### config.mk
export PLATFORM = sky130hd
export DESIGN_NAME = hazard_scoreboard
export DESIGN_NICKNAME = d
export VERILOG_FILES = /design/src/rtl/hazard_scoreboard.sv
export SDC_FILE = /design/constraint.sdc
export NUM_CORES = 1
export LEC_CHECK = 0
export CORE_ASPECT_RATIO = 2
export CORE_MARGIN = 1
export CORE_UTILIZATION = 50
export DETAILED_ROUTE_END_ITERATION = 10
export DONT_BUFFER_PORTS = 1
export GPL_ROUTABILITY_DRIVEN = 0
export GPL_TIMING_DRIVEN = 0
export PLACE_DENSITY = 0.68
export SLEW_MARGIN = 10
export SYNTH_ARGS = -nofsm -noshare
export SYNTH_HDL_FRONTEND = slang
export SYNTH_SLANG_ARGS = --single-unit
export TNS_END_PERCENT = 1
### constraint.sdc
create_clock -name clk -period 2.02 [get_ports clk]
set_input_delay 0.303 -clock clk [delete_from_list [all_inputs] [get_ports clk]]
set_output_delay 0.303 -clock clk [all_outputs]
set_load 0.01 [all_outputs]
### src/rtl/hazard_scoreboard.sv
// hazard_scoreboard: tracks in-flight register writes to drive forwarding selects, load-use stalls and redirect flushes.
// Define HAZARD_FWD_EN to enable operand forwarding; without it any in-flight match stalls until retirement.
module hazard_scoreboard #(
    parameter int REG_INDEX_BIT_WIDTH = 4,
    parameter int DEPTH               = 3,
    parameter int LOAD_STAGE          = 2,
    parameter int CNT_BITS            = 16
) (
    input  logic                           clk,
    input  logic                           reset,
    input  logic                           dec_valid,
    input  logic [REG_INDEX_BIT_WIDTH-1:0] dec_sr1,
    input  logic [REG_INDEX_BIT_WIDTH-1:0] dec_sr2,
    input  logic                           dec_sr1_used,
    input  logic                           dec_sr2_used,
    input  logic [REG_INDEX_BIT_WIDTH-1:0] dec_dr,
    input  logic                           dec_regWrite,
    input  logic                           dec_isLoad,
    input  logic                           redirect,
    output logic                           stall,
    output logic                           flush,
    output logic                           issue,
    output logic [DEPTH-1:0]               fwd_sel1,
    output logic [DEPTH-1:0]               fwd_sel2,
    output logic [CNT_BITS-1:0]            stall_count,
    output logic [CNT_BITS-1:0]            flush_count
);
`ifdef HAZARD_FWD_EN
    localparam bit FWD = 1'b1;
`else
    localparam bit FWD = 1'b0;
`endif
    logic [DEPTH-1:0]                          v, w, ld, avail;
    logic [DEPTH-1:0][REG_INDEX_BIT_WIDTH-1:0] dr;
    logic [1:0][REG_INDEX_BIT_WIDTH-1:0]       src;
    logic [1:0]                                used, hz;
    logic [1:0][DEPTH-1:0]                     sel;

    assign src  = {dec_sr2, dec_sr1};
    assign used = {dec_sr2_used, dec_sr1_used};

    always_comb begin
        avail = '0;
        for (int s = 0; s < DEPTH; s++)
            avail[s] = FWD && (!ld[s] || s + 1 >= LOAD_STAGE);
    end

    // Scan oldest to youngest so the youngest match overwrites any older one.
    always_comb begin
        sel = '0;
        hz  = '0;
        for (int i = 0; i < 2; i++)
            for (int s = DEPTH - 1; s >= 0; s--)
                if (v[s] && w[s] && used[i] && dr[s] == src[i]) begin
                    sel[i]    = '0;
                    sel[i][s] = avail[s];
                    hz[i]     = !avail[s];
                end
    end

    assign fwd_sel1 = sel[0];
    assign fwd_sel2 = sel[1];
    assign stall    = (|hz) && dec_valid && !redirect;
    assign flush    = redirect && dec_valid;
    assign issue    = dec_valid && !stall && !redirect && !reset;

    always_ff @(posedge clk) begin
        v  <= reset ? '0 : {v[DEPTH-2:0], issue};
        w  <= {w[DEPTH-2:0], dec_regWrite};
        ld <= {ld[DEPTH-2:0], dec_isLoad};
        dr <= {dr[DEPTH-2:0], dec_dr};
        if (reset) begin
            stall_count <= '0;
            flush_count <= '0;
        end else begin
            if (stall && !(&stall_count)) stall_count <= stall_count + 1'b1;
            if (flush && !(&flush_count)) flush_count <= flush_count + 1'b1;
        end
    end
endmodule

After elaboration in Yosys (flattened, before gate mapping) --
Index checks and enable logic that the tools add are counted.
Storage, ports and cells: input bits 20, output and inout port bits 41, logic and storage cells 52, flip-flop bits (word level) 50
Cells by class: mux-type cells 6, $add $sub $neg 2, reductions and logical operators 31, equal/unequal tests 6
Operators by type and width (number):
- adder 16 x 1 -> 16 bit (second input constant) | 2
- AND reduction 16 bit | 2
- == test 4 bit | 6
- logical AND 1 bit | 23
- 2-to-1 mux 1 bit | 6
- zero test 1 bit | 5
- OR reduction 2 bit | 1

Longest topological paths before layout --
depth after elaboration 13, mapped depth 9, mapped depth without buffers 7

Worst setup path before layout --
Ideal clock, no wire load.
path type reg-to-reg, from reg dr[6] (netlist name), to reg stall_count[0], setup time 0.121 ns, clock period less this slack 1.996 ns, path buffers 1, cell stages (with the launch flop) 9, path slack 0.024 ns, arrival 1.875 ns, required time 1.899 ns, path through dfxtp_1 -> xnor2_1 -> nand4_1 -> nor4_2 -> nor4_2 -> and2_1 -> buf_6 -> nor3_1 -> mux2_2
Between the ends: cells in the longest elaborated chain, start to end 8, elaborated cells between the ends (all ways) 12, those cells by class eq/ne (2); mux (4); reduce/logical (6)
Ends and longest elaborated chain:
- start, declared | line 34 | logic [DEPTH-1:0][REG_INDEX_BIT_WIDTH-1:0] dr;
- start signal, assigned | line 71 | dr <= {dr[DEPTH-2:0], dec_dr};
- == test 4 bit | line 54 | if (v[s] && w[s] && used[i] && dr[s] == src[i]) begin
- logical AND 1 bit | line 54
- 2-to-1 mux 1 bit (2 in series) | line 54
- OR reduction 2 bit (*) | line 63 | assign stall = (|hz) && dec_valid && !redirect;
- logical AND 1 bit (*) (2 in series) | line 63
- logical AND 1 bit (*) | line 76 | if (stall && !(&stall_count)) stall_count <= stall_count + 1'b1;
- end signal, assigned | line 76
- end, declared | line 25 | output logic [CNT_BITS-1:0] stall_count,
Mark *: on every way between the ends. The rest lies on a longest branch, timed or not. A chain may end at the register's enable or synchronous reset.

Final worst setup path --
from reg dr[6] (netlist name), to out issue
Between the ends: cells in the longest elaborated chain, start to end 11, elaborated cells between the ends (all ways) 15, those cells by class eq/ne (2); mux (4); reduce/logical (9)
Ends and longest elaborated chain:
- == test 4 bit | line 54
- logical AND 1 bit | line 54
- 2-to-1 mux 1 bit (2 in series) | line 54
- OR reduction 2 bit (*) | line 63
- logical AND 1 bit (*) (2 in series) | line 63
- zero test 1 bit (*) | line 65 | assign issue = dec_valid && !stall && !redirect && !reset;
- logical AND 1 bit (*) (3 in series) | line 65
- end, declared | line 22 | output logic issue,
Marks and branches as above.

==> summary.md <==
| Metric | Value |
|---|---|
| Synthesized-area fraction occupied by xor and xnor cells | `0.147` |
| Initial antenna violation count | `0` |
| RSZ-0062 raised after global routing | `yes` |
| Die Y | `99.5 µm` |
| Syn Inst Count | `258` |
| Congestion Overflow GR | `0` |
| Die area | `0.00505 mm²` |
| Arrival time at the worst endpoint | `1.94 ns` |
| Hold_ws | `0.0155 ns` |
| Clk buf depth | `2` |
| CP max stage cell | `dfxtp_2` |
| Crit path kind | `register to output port` |
| I/O pins | `61` |
| Max-slew violations | `0` |
| Pin count of the biggest net entering global routing | `17` |
| Max Fanout on Critical Path | `4` |
| Multiplexer area fraction after synthesis | `0.0506` |
| DP Area | `0.00246 mm²` |
| Vias in the first global route | `1,856` |
| Num CTS Buffers | `5` |
| Failing checks | `negative setup slack` |
| Post-Syn Area | `0.00238 mm²` |
| Largest family of logic cells by synthesized area | `simple AND/OR/NAND/NOR gates` |
| Hold Path Class | `primary input to register` |
| Share of layout cells above drive strength 1 | `0.248` |
| Maximum vdd drop | `0.651 mV` |
| WP data required | `1.72 ns` |
| Crit share post-route | `1.11` |
| Post-Route WL | `5.34 mm` |
| DRT antenna net count | `0` |
| CTS tree | `built` |
| Post-Synth Simple-Gate Area | `0.278` |
| Vias | `1,872` |
| Setup crit start kind | `register` |
| Fmax | `446 MHz` |
| # nets final | `299` |
| Area of the core | `0.00460 mm²` |
| Sequential share of the synthesized area | `0.421` |
| Critical path's largest stage delay | `0.35 ns` |
| Delay-heaviest family, CP | `simple AND/OR/NAND/NOR gates` |
| Rel. slew slack | `0.605` |
| Outcome | `finished, violations left` |
| Final worst path period need | `2.24 ns` |
| Final Cell Area | `0.00274 mm²` |
| Die Span X | `50.7 µm` |
| H-tree Lvls | `2` |
| Slew @ Worst Pin | `0.592 ns` |
| Average wire per standard cell | `16.0 µm` |
| Initial Util | `0.517` |
| First-pass GRT wire length | `8.38 mm` |
| Worst-Skew Late Latency | `0.30 ns` |
| Crit path cell chain | `xnor2_1, nand4_1, nor4_2, nor4_2, and2_1, buf_6, buf_8, nor3b_4` |
| Clock slew at reported path FFs | `0.09 ns` |
| Final core utilization | `0.596` |
| Clock skew | `0.00587 ns` |
| HPWL Detailed | `3.94 mm` |
| Synth warnings | `0` |
| DRC errors left | `0` |
| Synth Area per Inst | `9.21 µm²` |
| Final setup fails | `10` |
| GRT Util Overall | `0.221` |
| ANT cells | `0` |
| CP dominant cell by count | `nor4_2` |
| Layout area overhead | `15.3%` |
| Root buffer cell | `clkbuf_8` |
| Synth cell types | `37` |
| Max Cap Viol | `0` |
| CTS Sinks | `50` |
| Post-Synth Adder-Cell Area | `0.0105` |
| TritonRoute pass-1 iters | `4` |
| WP buf/inv | `2` |
| IO buf count | `0` |
| CP endpoint kind | `output port` |
| Setup WS post-layout | `-0.222 ns` |
| Cell row count | `35` |
| Place WS | `-0.297 ns` |
| Synth Area in Compound Gates | `0.0463` |
| Pleak | `1.01 nW` |
| Fin. Hold Viols | `0` |
| Via/cell ratio | `5.62` |
| Seq cells post-synth | `50` |
| Pwr/cell area | `632 mW/mm²` |
| Drt first-iter violations | `28` |
[worst reg2reg max path: cells and delay by family, from the launching register on]
family        cells  cell delay (ns)
simple gates      5             0.85
flops             1             0.35
mux               1             0.35
buf+inv           2             0.28
xor+xnor          1             0.16
[report_power, final]
group / switching, mW / leakage [nW] / internal, mW
combinational: 0.0687 / 0.546 / 0.0544
sequential: 0.0222 / 0.416 / 1.00
clock: 0.340 / 0.0441 / 0.244
total: 0.431 / 1.01 / 1.30
[registers in the layout, indices dropped and copies added (netlist names)]
register and count:
w 3, dr 12, flush_count 16, stall_count 16, v 3
[cells in the final DEF (no fill, tap or decap), types with 2 or more instances in the layout]
cell type | synthesis | final
a211oi_2 | 1 | 2
a21oi_1 | 3 | 3
and2_1 | 2 | 2
and3_1 | 7 | 7
and4_1 | 4 | 2
buf_4 | 7 | 12
clkbuf_1 | 6 | 5
clkbuf_8 | 0 | 5
conb_1 | 1 | 6
dfxtp_1 | 50 | 30
dfxtp_2 | 0 | 16
dfxtp_4 | 0 | 4
dlygate4sd3_1 | 0 | 2
ha_1 | 2 | 2
mux2_2 | 8 | 8
mux2i_1 | 3 | 3
nand2_1 | 15 | 15
nand2b_1 | 3 | 3
nand3_1 | 10 | 10
nand4_1 | 15 | 15
nor2_1 | 31 | 30
nor2b_1 | 12 | 12
nor3_1 | 7 | 4
nor3_2 | 0 | 2
nor4_1 | 7 | 3
nor4_2 | 3 | 7
o21ai_0 | 3 | 3
or3_1 | 3 | 3
xnor2_1 | 10 | 9
xor2_1 | 30 | 29
[logic make-up (layout without fill, tap and decap cells)]
group                      Yosys count  count (layout)
muxes                               11              11
xor gates and xnor gates            40              40
buffers and inverters               17              32
and+or+nand+nor                    122             122
adders and majority gates            2               2
AOI/OAI and AO/OA                   15              15
other                                1               6
DFF                                 50              50
[cell type report]
class | count | area, µm²
buffer | 16 | 106
sequential | 50 | 1040
inverter | 1 | 3.75
tap | 55 | 68.8
timing repair buffer | 7 | 57.6
multi-input combinational | 196 | 1380
clock buffer | 5 | 68.8
clock inverter | 3 | 21.3
fill | 433 | 1860
[metrics by stage]
step	TNS [ns]	power [mW]	std cells
finish	-0.645	1.73	333
global placement	-1.58	1.16	318
global route	-2.34	1.80	333
floorplan	0	1.13	263
detailed placement	-1.86	1.16	318
CTS	-1.18	1.74	331
[Yosys cell counts]
library cell | n | share of area
a211o_1 | 1 | 0.0037
a211oi_1 | 2 | 0.0063
a211oi_2 | 1 | 0.0053
a21oi_1 | 3 | 0.0063
a31oi_1 | 1 | 0.0026
and2_1 | 2 | 0.0053
and3_1 | 7 | 0.018
and4_1 | 4 | 0.015
buf_1 | 1 | 0.0016
buf_4 | 7 | 0.022
buf_6 | 2 | 0.0095
clkbuf_1 | 6 | 0.0095
conb_1 | 1 | 0.0016
dfxtp_1 | 50 | 0.42
ha_1 | 2 | 0.011
inv_1 | 1 | 0.0016
mux2_2 | 8 | 0.038
mux2i_1 | 3 | 0.013
nand2_1 | 15 | 0.024
nand2b_1 | 3 | 0.0079
nand3_1 | 10 | 0.021
nand4_1 | 15 | 0.039
nand4b_1 | 1 | 0.0037
nor2_1 | 31 | 0.049
nor2b_1 | 12 | 0.032
nor3_1 | 7 | 0.015
nor3b_1 | 2 | 0.0063
nor4_1 | 7 | 0.018
nor4_2 | 3 | 0.016
o211a_1 | 1 | 0.0042
o211ai_1 | 1 | 0.0032
o21ai_0 | 3 | 0.0063
o31a_1 | 1 | 0.0037
o41a_1 | 1 | 0.0047
or3_1 | 3 | 0.0079
xnor2_1 | 10 | 0.037
xor2_1 | 30 | 0.11
[per-layer routing]
layer,share of wire,wire [µm],up-vias,GRT usage
li1,-,-,929,-
met1,0.35,1870,882,0.201
met2,0.58,3100,54,0.446
met3,0.049,261,7,0.0505
met4,0.019,104,0,0.0748
met5,0,0,-,0
[timing repair]
action / 4_1_cts / 5_1_grt
hold buffers: 0 / 2
setup buffers: 5 / 0
resized for setup: 23 / 22
cloned: 0 / 0
hold endpoints to repair: 0 / 2
endpoints found under the setup margin: 21 / 21
pin swaps: 8 / 4
[worst paths after layout]
path | from | to | slack, ns | cells after the start
min | dec_regWrite | w[0]$_DFF_P_ | 0.02 | 0
max reg2reg | dr[6]$_DFF_P_ | stall_count[5]$_SDFFE_PP0P_ | -0.05 | 9
max | dr[6]$_DFF_P_ | issue | -0.22 | 8
min reg2reg | w[0]$_DFF_P_ | w[1]$_DFF_P_ | 0.37 | 0
No activity file was read; power rests on OpenSTA's default activity.
